**src/rtl/axi_llc_evict_dispatch.sv**
```systemverilog
// Turns one LLC eviction decision into an optional write-back descriptor followed
// by a refill descriptor, and counts accepted write-backs.
module axi_llc_evict_dispatch #(
    parameter int unsigned SetAssociativity = 8,
    parameter int unsigned IndexLength      = 8,
    parameter int unsigned TagLength        = 20,
    localparam int unsigned WayIdxW = (SetAssociativity > 1) ? $clog2(SetAssociativity) : 1
) (
    input  logic                        clk_i,
    input  logic                        rst_i,
    input  logic                        dec_valid_i,
    output logic                        dec_ready_o,
    input  logic [SetAssociativity-1:0] dec_way_ind_i,
    input  logic                        dec_evict_i,
    input  logic [IndexLength-1:0]      dec_index_i,
    input  logic [TagLength-1:0]        dec_old_tag_i,
    input  logic [TagLength-1:0]        dec_new_tag_i,
    output logic                        wb_valid_o,
    input  logic                        wb_ready_i,
    output logic [WayIdxW-1:0]          wb_way_o,
    output logic [IndexLength-1:0]      wb_index_o,
    output logic [TagLength-1:0]        wb_tag_o,
    output logic                        rf_valid_o,
    input  logic                        rf_ready_i,
    output logic [WayIdxW-1:0]          rf_way_o,
    output logic [IndexLength-1:0]      rf_index_o,
    output logic [TagLength-1:0]        rf_tag_o,
    output logic                        err_o,
    output logic [31:0]                 wb_cnt_o,
    input  logic                        ctrl_clr_i
);

    typedef enum logic [1:0] {IDLE, WB, RF} state_e;

    state_e                 state_q, state_d;
    logic [WayIdxW-1:0]     way_q, way_d;
    logic [IndexLength-1:0] index_q, index_d;
    logic [TagLength-1:0]   old_tag_q, old_tag_d;
    logic [TagLength-1:0]   new_tag_q, new_tag_d;
    logic                   err_q, err_d;
    logic [31:0]            wb_cnt_q, wb_cnt_d;

    logic               way_seen, way_multi, dec_ok, dec_hs, wb_hs;
    logic [WayIdxW-1:0] way_enc;

    // One-hot check and binary encode of the chosen way in a single scan.
    always_comb begin
        way_seen  = 1'b0;
        way_multi = 1'b0;
        way_enc   = '0;
        for (int i = 0; i < int'(SetAssociativity); i++) begin
            if (dec_way_ind_i[i]) begin
                way_multi = way_multi | way_seen;
                way_seen  = 1'b1;
                if (SetAssociativity > 1) way_enc = WayIdxW'(i);
            end
        end
    end

    assign dec_ok = way_seen & ~way_multi;
    assign dec_hs = dec_ready_o & dec_valid_i;
    assign wb_hs  = wb_valid_o & wb_ready_i;

    always_ff @(posedge clk_i) begin
        if (rst_i) state_q <= IDLE;
        else       state_q <= state_d;
    end

    always_comb begin
        state_d = state_q;
        case (state_q)
            IDLE:    if (dec_valid_i && dec_ok) state_d = dec_evict_i ? WB : RF;
            WB:      if (wb_ready_i) state_d = RF;
            RF:      if (rf_ready_i) state_d = IDLE;
            default: state_d = IDLE;
        endcase
    end

    always_comb begin
        dec_ready_o = (state_q == IDLE);
        wb_valid_o  = (state_q == WB);
        rf_valid_o  = (state_q == RF);
        wb_way_o    = wb_valid_o ? way_q     : '0;
        wb_index_o  = wb_valid_o ? index_q   : '0;
        wb_tag_o    = wb_valid_o ? old_tag_q : '0;
        rf_way_o    = rf_valid_o ? way_q     : '0;
        rf_index_o  = rf_valid_o ? index_q   : '0;
        rf_tag_o    = rf_valid_o ? new_tag_q : '0;
        err_o       = err_q;
        wb_cnt_o    = wb_cnt_q;
    end

    always_comb begin
        way_d     = way_q;
        index_d   = index_q;
        old_tag_d = old_tag_q;
        new_tag_d = new_tag_q;
        err_d     = dec_hs & ~dec_ok;
        if (dec_hs && dec_ok) begin
            way_d     = way_enc;
            index_d   = dec_index_i;
            old_tag_d = dec_old_tag_i;
            new_tag_d = dec_new_tag_i;
        end
        // Clear takes priority over a coincident write-back count.
        wb_cnt_d = wb_cnt_q;
        if (ctrl_clr_i)                     wb_cnt_d = '0;
        else if (wb_hs && wb_cnt_q != '1)   wb_cnt_d = wb_cnt_q + 32'd1;
    end

    always_ff @(posedge clk_i) begin
        if (rst_i) begin
            way_q     <= '0;
            index_q   <= '0;
            old_tag_q <= '0;
            new_tag_q <= '0;
            err_q     <= 1'b0;
            wb_cnt_q  <= '0;
        end else begin
            way_q     <= way_d;
            index_q   <= index_d;
            old_tag_q <= old_tag_d;
            new_tag_q <= new_tag_d;
            err_q     <= err_d;
            wb_cnt_q  <= wb_cnt_d;
        end
    end

endmodule

```
**config.mk**
```make
export PLATFORM = sky130hd
export DESIGN_NAME = axi_llc_evict_dispatch
export DESIGN_NICKNAME = d
export VERILOG_FILES = /design/src/rtl/axi_llc_evict_dispatch.sv
export SDC_FILE = /design/constraint.sdc
export NUM_CORES = 1
export LEC_CHECK = 0
export CAP_MARGIN = 0
export CELL_PAD_IN_SITES_DETAIL_PLACEMENT = 1
export CELL_PAD_IN_SITES_GLOBAL_PLACEMENT = 1
export CORE_MARGIN = 8
export CORE_UTILIZATION = 29
export DETAILED_ROUTE_END_ITERATION = 8
export PLACE_DENSITY = 0.81
export SYNTH_ARGS = -nofsm -noshare
export SYNTH_HDL_FRONTEND = slang
export SYNTH_SLANG_ARGS = --single-unit
```
**constraint.sdc**
```tcl
create_clock -name clk_i -period 2.1 [get_ports clk_i]
set_clock_uncertainty 0.2 [all_clocks]
set_input_delay 0.42 -clock clk_i [delete_from_list [all_inputs] [get_ports clk_i]]
set_output_delay 0.42 -clock clk_i [all_outputs]
set_load 0.02 [all_outputs]
```
==> flow_summary.ini, run 1 <==
[global_route]
grtUsageTotal_pct = 19.7
grt_pass1_vias = 5826
grt_overflow = 0
grt_pass1_wl_um = 31100
grt_max_degree = 55
antenna_found_initial = 0

[critical_path]
crit_type = in2reg
cp_cell_sequence = buf_6 > buf_6 > buf_4 > o41ai_2 > o2111a_2 > buf_6 > o31a_4 > buf_12 > buf_12 > nand3_1 > a21oi_1
worst-path-buf-inv = 6
max_stage_delay_ps = 340
cpMostUsedCell = buf_6
path_delay_family = compound AO/OA/AOI/OAI gates
startpoint_type = input pin
required_ps = 2150
critPathArrivalTime_ps = 2350
cp-end-kind = flip-flop
crit_fanout = 6
cp_slowest_cell = o41ai_2

[drt]
wl_um = 22300
viasPerCell = 5.56
drc = 0
postRouteAntennaNets = 0
wl_per_cell_um = 22.9
drtPass1Iterations = 4
drt_iter0_markers = 307
routed-via-count = 5428

[clock_network]
tritoncts = yes
htreeDepth = 3
cts.clk_slew.worst_paths_ps = 70
ctsHoldBuffers = 0
cts_sinks = 86
cts_buffer_depth = 2
insertion_delay_ps = 350
cts_made_buffers = 9
clockRootBuffer = clkbuf_16

[synthesis]
synth_top_cell_by_area = dfxtp_1
synth_top_area_share_pct = 39.8
synth.avg_cell_area_um2 = 7.96
yosysUniqueCellTypes = 48
syn-cell-area_mm2 = 0.00433
yosys-top-cells-area = dfxtp_1 (40%), and2_1 (9.2%), a21oi_1 (9.0%), o21ai_0 (7.5%), nand3_1 (7.1%)
synth.most_common_cell = dfxtp_1
synth_edf_count = 0
synth_cells = 544
synthArstFlopShare_pct = 0
synth_commonest_cells = dfxtp_1 (86), a21oi_1 (78), o21ai_0 (65)
synth_ff_type = dfxtp_1
yosys_warnings = 0
yosysSeqAreaShare_pct = 39.8
syn_nets = 608
ys_ff_latch = 86

[min_path]
hold_path_class = reg2reg

[sta]
finalSetupViolCount = 85
grt_setup_unrepaired = true
hold_viol = 0
worstMarginPinSlew_ps = 734
layout_setup_ws_ps = -204
period_share_pct = 110
drv_slew = 0
fin_crit_ps = 2300
maxSlewHeadroom_pct = 51.1
timing.fmax_mhz = 434

[cells_and_area]
stdcell_count = 976
fillCellCount = 1622
syn2layout_area_growth_pct = 88.3
num_antenna_cells = 0
layout.nets = 851
final_area_mm2 = 0.00815
drive_gt1_share_pct = 44.2

[floorplan]
core-area_mm2 = 0.0146
ios = 161
std_cell_rows = 44
die_y_um = 138
die_x_um = 138
floorplan.initialDensity_pct = 29.7
die_area_mm2 = 0.0191

[pwr]
p_int_mw = 2.94
leakage_nw = 3.18
seqPwrFrac_pct = 42.4
power_density_mw_per_mm2 = 478
pwr-share-comb_pct = 11.5
switching_power_mw = 0.961
clockPowerShare_pct = 46.1
peakVddDrop_mv = 0.366
switching_share_pct = 24.7

[placement]
dpl_cell_area_mm2 = 0.00661
place_congestion = 0.802
dpl.cell_count = 920
dp_hpwl_um = 13200
port_buffers = 160

[run_status]
status = finished, violations left
violations = negative setup slack

[job]
max-cap-violations = 0
-- worst paths after layout --
check	from	end	slack, ps	cells after the start
setup / recovery	dec_way_ind_i[2]	old_tag_q[17]$_SDFFE_PP0P_	-200	11
hold / removal	new_tag_q[16]$_SDFFE_PP0P_	new_tag_q[16]$_SDFFE_PP0P_	270	2
setup reg to reg	state_q[0]$_SDFFE_PP0P_	old_tag_q[17]$_SDFFE_PP0P_	-70	6
hold reg to reg	new_tag_q[16]$_SDFFE_PP0P_	new_tag_q[16]$_SDFFE_PP0P_	270	2
-- power by group through the flow --
stage | clock network [mW] | logic (mW) | registers, mW
after floorplan | 0 | 0.119 | 1.69
after global placement | 0 | 0.309 | 1.69
after detailed placement | 0 | 0.320 | 1.69
after CTS | 1.80 | 0.392 | 1.65
after global routing | 1.90 | 0.467 | 1.65
final | 1.80 | 0.448 | 1.65
-- cells in the final DEF (no fill, tap or decap), types with 5 or more instances in the layout --
master	instances
a21oi_1	56
a21oi_2	21
and2_1	39
and2_4	24
buf_12	8
buf_16	5
buf_2	25
buf_4	84
buf_6	52
clkbuf_16	15
clkdlybuf4s50_1	74
dfxtp_1	74
dfxtp_2	9
dlygate4sd2_1	5
dlymetal6s2s_1	11
nand2_1	18
nand3_1	27
nand3_2	26
nand3_4	9
nand4_1	12
nor2_1	13
o21ai_0	27
o21ai_1	25
o21ai_2	16
or3_1	20
-- timing repair --
action / in CTS / in global routing
gates cloned: 6 / 9
endpoints found under the hold margin: 0 / 0
resized for setup: 382 / 213
setup buffers: 16 / 13
endpoints found under the setup margin: 128 / 115
pin swaps: 57 / 46
-- per-layer routing --
layer,up-vias,wire (um),global-route usage [%]
met3,36,1410,5.38
li1,2478,-,-
met5,-,0,0
met2,185,11800,35.5
met1,2729,8660,21.7
met4,0,499,6.75
-- final cells by class --
cell class / instances / area [um^2] / share of cell area (%)
inverters: 4 / 15.0 / 0.184
clock inverters: 5 / 82.6 / 1.01
repair buffers: 276 / 2780 / 34.1
clock buffers: 11 / 243 / 2.98
multi-input cells: 410 / 3060 / 37.5
flip-flops and latches: 86 / 1740 / 21.4
well taps: 184 / 230 / 2.82
-- cells by family after synthesis --
family / after synthesis / synth area share [%]
AOI/OAI and AO/OA: 176 / 22.8
adders and majority gates: 2 / 0.520
buffers and inverters: 48 / 5.58
DFF: 86 / 39.8
xor gates and xnor gates: 1 / 0.202
and+or+nand+nor: 231 / 31.1
-- state kept, by name, summed over array words and instances, names as in the netlist --
| signal | count |
|---|---|
| way_q | 3 |
| old_tag_q | 20 |
| state_q | 2 |
| wb_cnt_o | 32 |
| index_q | 8 |
| err_o | 1 |
| new_tag_q | 20 |
-- worst min-delay path: cells and delay by family, from the launching register on --
| family | cells | cell delay [ps] |
|---|---|---|
| AO/OA/AOI/OAI | 2 | 120 |
| flip-flops | 1 | 310 |
-- stage by stage --
step	hold slack, ps	power [mW]	TNS [ps]	setup WS (ps)	util, %
6_report	270	3.90	-6200	-204	55.9
3_3_place_gp	255	2.00	-43550	-667	45.3
4_1_cts	269	3.85	-1080	-106	50.6
2_1_floorplan	245	1.81	-213	-6.55	-
5_1_grt	299	4.02	-9450	-254	55.9
3_5_place_dp	267	2.01	-50810	-774	45.3
(Power assumes the default switching activity.)
==> run 2, diff against run 1 <==
--- a/config.mk
+++ b/config.mk
@@ -11,6 +11,7 @@
 export CORE_MARGIN = 8
 export CORE_UTILIZATION = 29
 export DETAILED_ROUTE_END_ITERATION = 8
+export MAX_ROUTING_LAYER = met4
 export PLACE_DENSITY = 0.81
 export SYNTH_ARGS = -nofsm -noshare
 export SYNTH_HDL_FRONTEND = slang
==> run 2 against run 1 <==
  * The run still ends with negative setup slack left
  * Power hardly changed
  * Clock power hardly changed
  * Die area stayed put
  * Non-clock buffer count stayed put
  * Via count is 0.76% higher
  * Combinational power hardly changed
  * Cell count is 0.10% higher
  * Core utilization hardly changed
==> flow_summary.ini, run 2 (synthesized netlist as in run 1, its figures left out) <==
[floorplan]
ios = 161
core-area_mm2 = 0.0146
die_area_mm2 = 0.0191
std_cell_rows = 44
die_x_um = 138
die_y_um = 138
floorplan.initialDensity_pct = 29.7

[global_route]
grtUsageTotal_pct = 20.3
grt_pass1_vias = 5832
grt_pass1_wl_um = 31100
antenna_found_initial = 1
grt_max_degree = 55
grt_overflow = 0

[cells_and_area]
syn2layout_area_growth_pct = 88.2
layout.nets = 851
stdcell_count = 977
drive_gt1_share_pct = 44.1
mostFrequentLayoutCell = buf_4
final_cell_mix = buf_4 (85), dfxtp_1 (74), clkdlybuf4s50_1 (74)
largest_reg_flops = 32

[sta]
hold_viol = 0
grt_setup_unrepaired = true
finalSetupViolCount = 87
fin_crit_ps = 2340
drv_slew = 0
timing.fmax_mhz = 427
layout_setup_ws_ps = -242
period_share_pct = 112
maxSlewHeadroom_pct = 50.6
worstMarginPinSlew_ps = 741

[drt]
routed-via-count = 5469
drc = 0
drt_iter0_markers = 267
postRouteAntennaNets = 0
wl_met3_um = 1390
wl_per_cell_um = 23.1
routed.top_layer = met4
wl_um = 22600
drtPass1Iterations = 4
viasPerCell = 5.60
m1WireLength_um = 8720
dr_wl_met2_um = 11800

[placement]
port_buffers = 160
dpl.cell_count = 920
place_congestion = 0.814
dp_slack_ps = -774
dp_hpwl_um = 13200

[pwr]
peakVddDrop_mv = 0.364
p_total_mw = 3.90
leakage_nw = 3.18
power_density_mw_per_mm2 = 478

[clock_network]
ctsHoldBuffers = 0
clockRootBuffer = clkbuf_16
cts.clk_slew.worst_paths_ps = 70
cts_made_buffers = 9
insertion_delay_ps = 350
tritoncts = yes
htreeDepth = 3
cts_sinks = 86
cts_buffer_depth = 2

[run_status]
status = finished, violations left
violations = negative setup slack

[critical_path]
cp-end-kind = flip-flop
crit_type = in2reg
required_ps = 2150
startpoint_type = input pin
crit_fanout = 5
critPathArrivalTime_ps = 2390

[job]
max-cap-violations = 0

[min_path]
hold_path_class = reg2reg
[run 2: where the power goes]
part | internal [mW] | total, mW | leakage, nW | switching (mW)
clock network | 1.08 | 1.79 | 0.148 | 0.717
registers | 1.64 | 1.65 | 0.701 | 0.0114
logic | 0.217 | 0.450 | 2.33 | 0.232
[run 2: worst max-delay path, stage by stage]
cell	delay, ps
buf_6	100
or4_4	570
nor4b_4	320
buf_4	180
o31a_4	180
buf_12	130
buf_12	120
nand4b_1	110
a31oi_1	230
[run 2: repair_timing]
| item | 4_1_cts | 5_1_grt |
|---|---|---|
| setup buffers | 16 | 13 |
| resized for setup | 382 | 214 |
| endpoints found under the setup margin | 128 | 115 |
| pin swaps | 57 | 44 |
| cloned | 6 | 9 |
[run 2: routing by layer]
layer	GRT usage, %	vias to the layer above
met2	35.5	207
li1	-	2479
met3	4.66	51
met4	6.75	0
met5	-	-
met1	22.3	2732
[run 2: through the flow]
step	hold WS, ps	setup TNS [ps]	utilization, %	instance area [um^2]
CTS	269	-1080	50.6	7380
floorplan	245	-213	-	4370
detailed placement	267	-50810	45.3	6610
global route	299	-11660	55.8	8150
global placement	255	-43550	45.3	6610
finish	270	-6690	55.8	8150
[run 2: path summary, 6_finish.rpt]
check / start / to / slack, ps / cells past startpoint
max reg2reg: wb_cnt_o[0]$_SDFFE_PP0P_ / wb_cnt_o[28]$_SDFFE_PP0P_ / -20 / 7
max: dec_way_ind_i[2] / state_q[1]$_SDFFE_PP0P_ / -240 / 9
min reg2reg: new_tag_q[16]$_SDFFE_PP0P_ / new_tag_q[16]$_SDFFE_PP0P_ / 270 / 2
min: new_tag_q[16]$_SDFFE_PP0P_ / new_tag_q[16]$_SDFFE_PP0P_ / 270 / 2
[run 2: cell type report]
cell class                      instances  area, um^2
Clock inverter                          5        82.6
Clock buffer                           11         243
Sequential cell                        86        1740
Inverter                                4        15.0
Multi-Input combinational cell        410        3060
Fill cell                            1630        6440
Antenna cell                            1        2.50
Tap cell                              184         230
Timing Repair Buffer                  276        2770
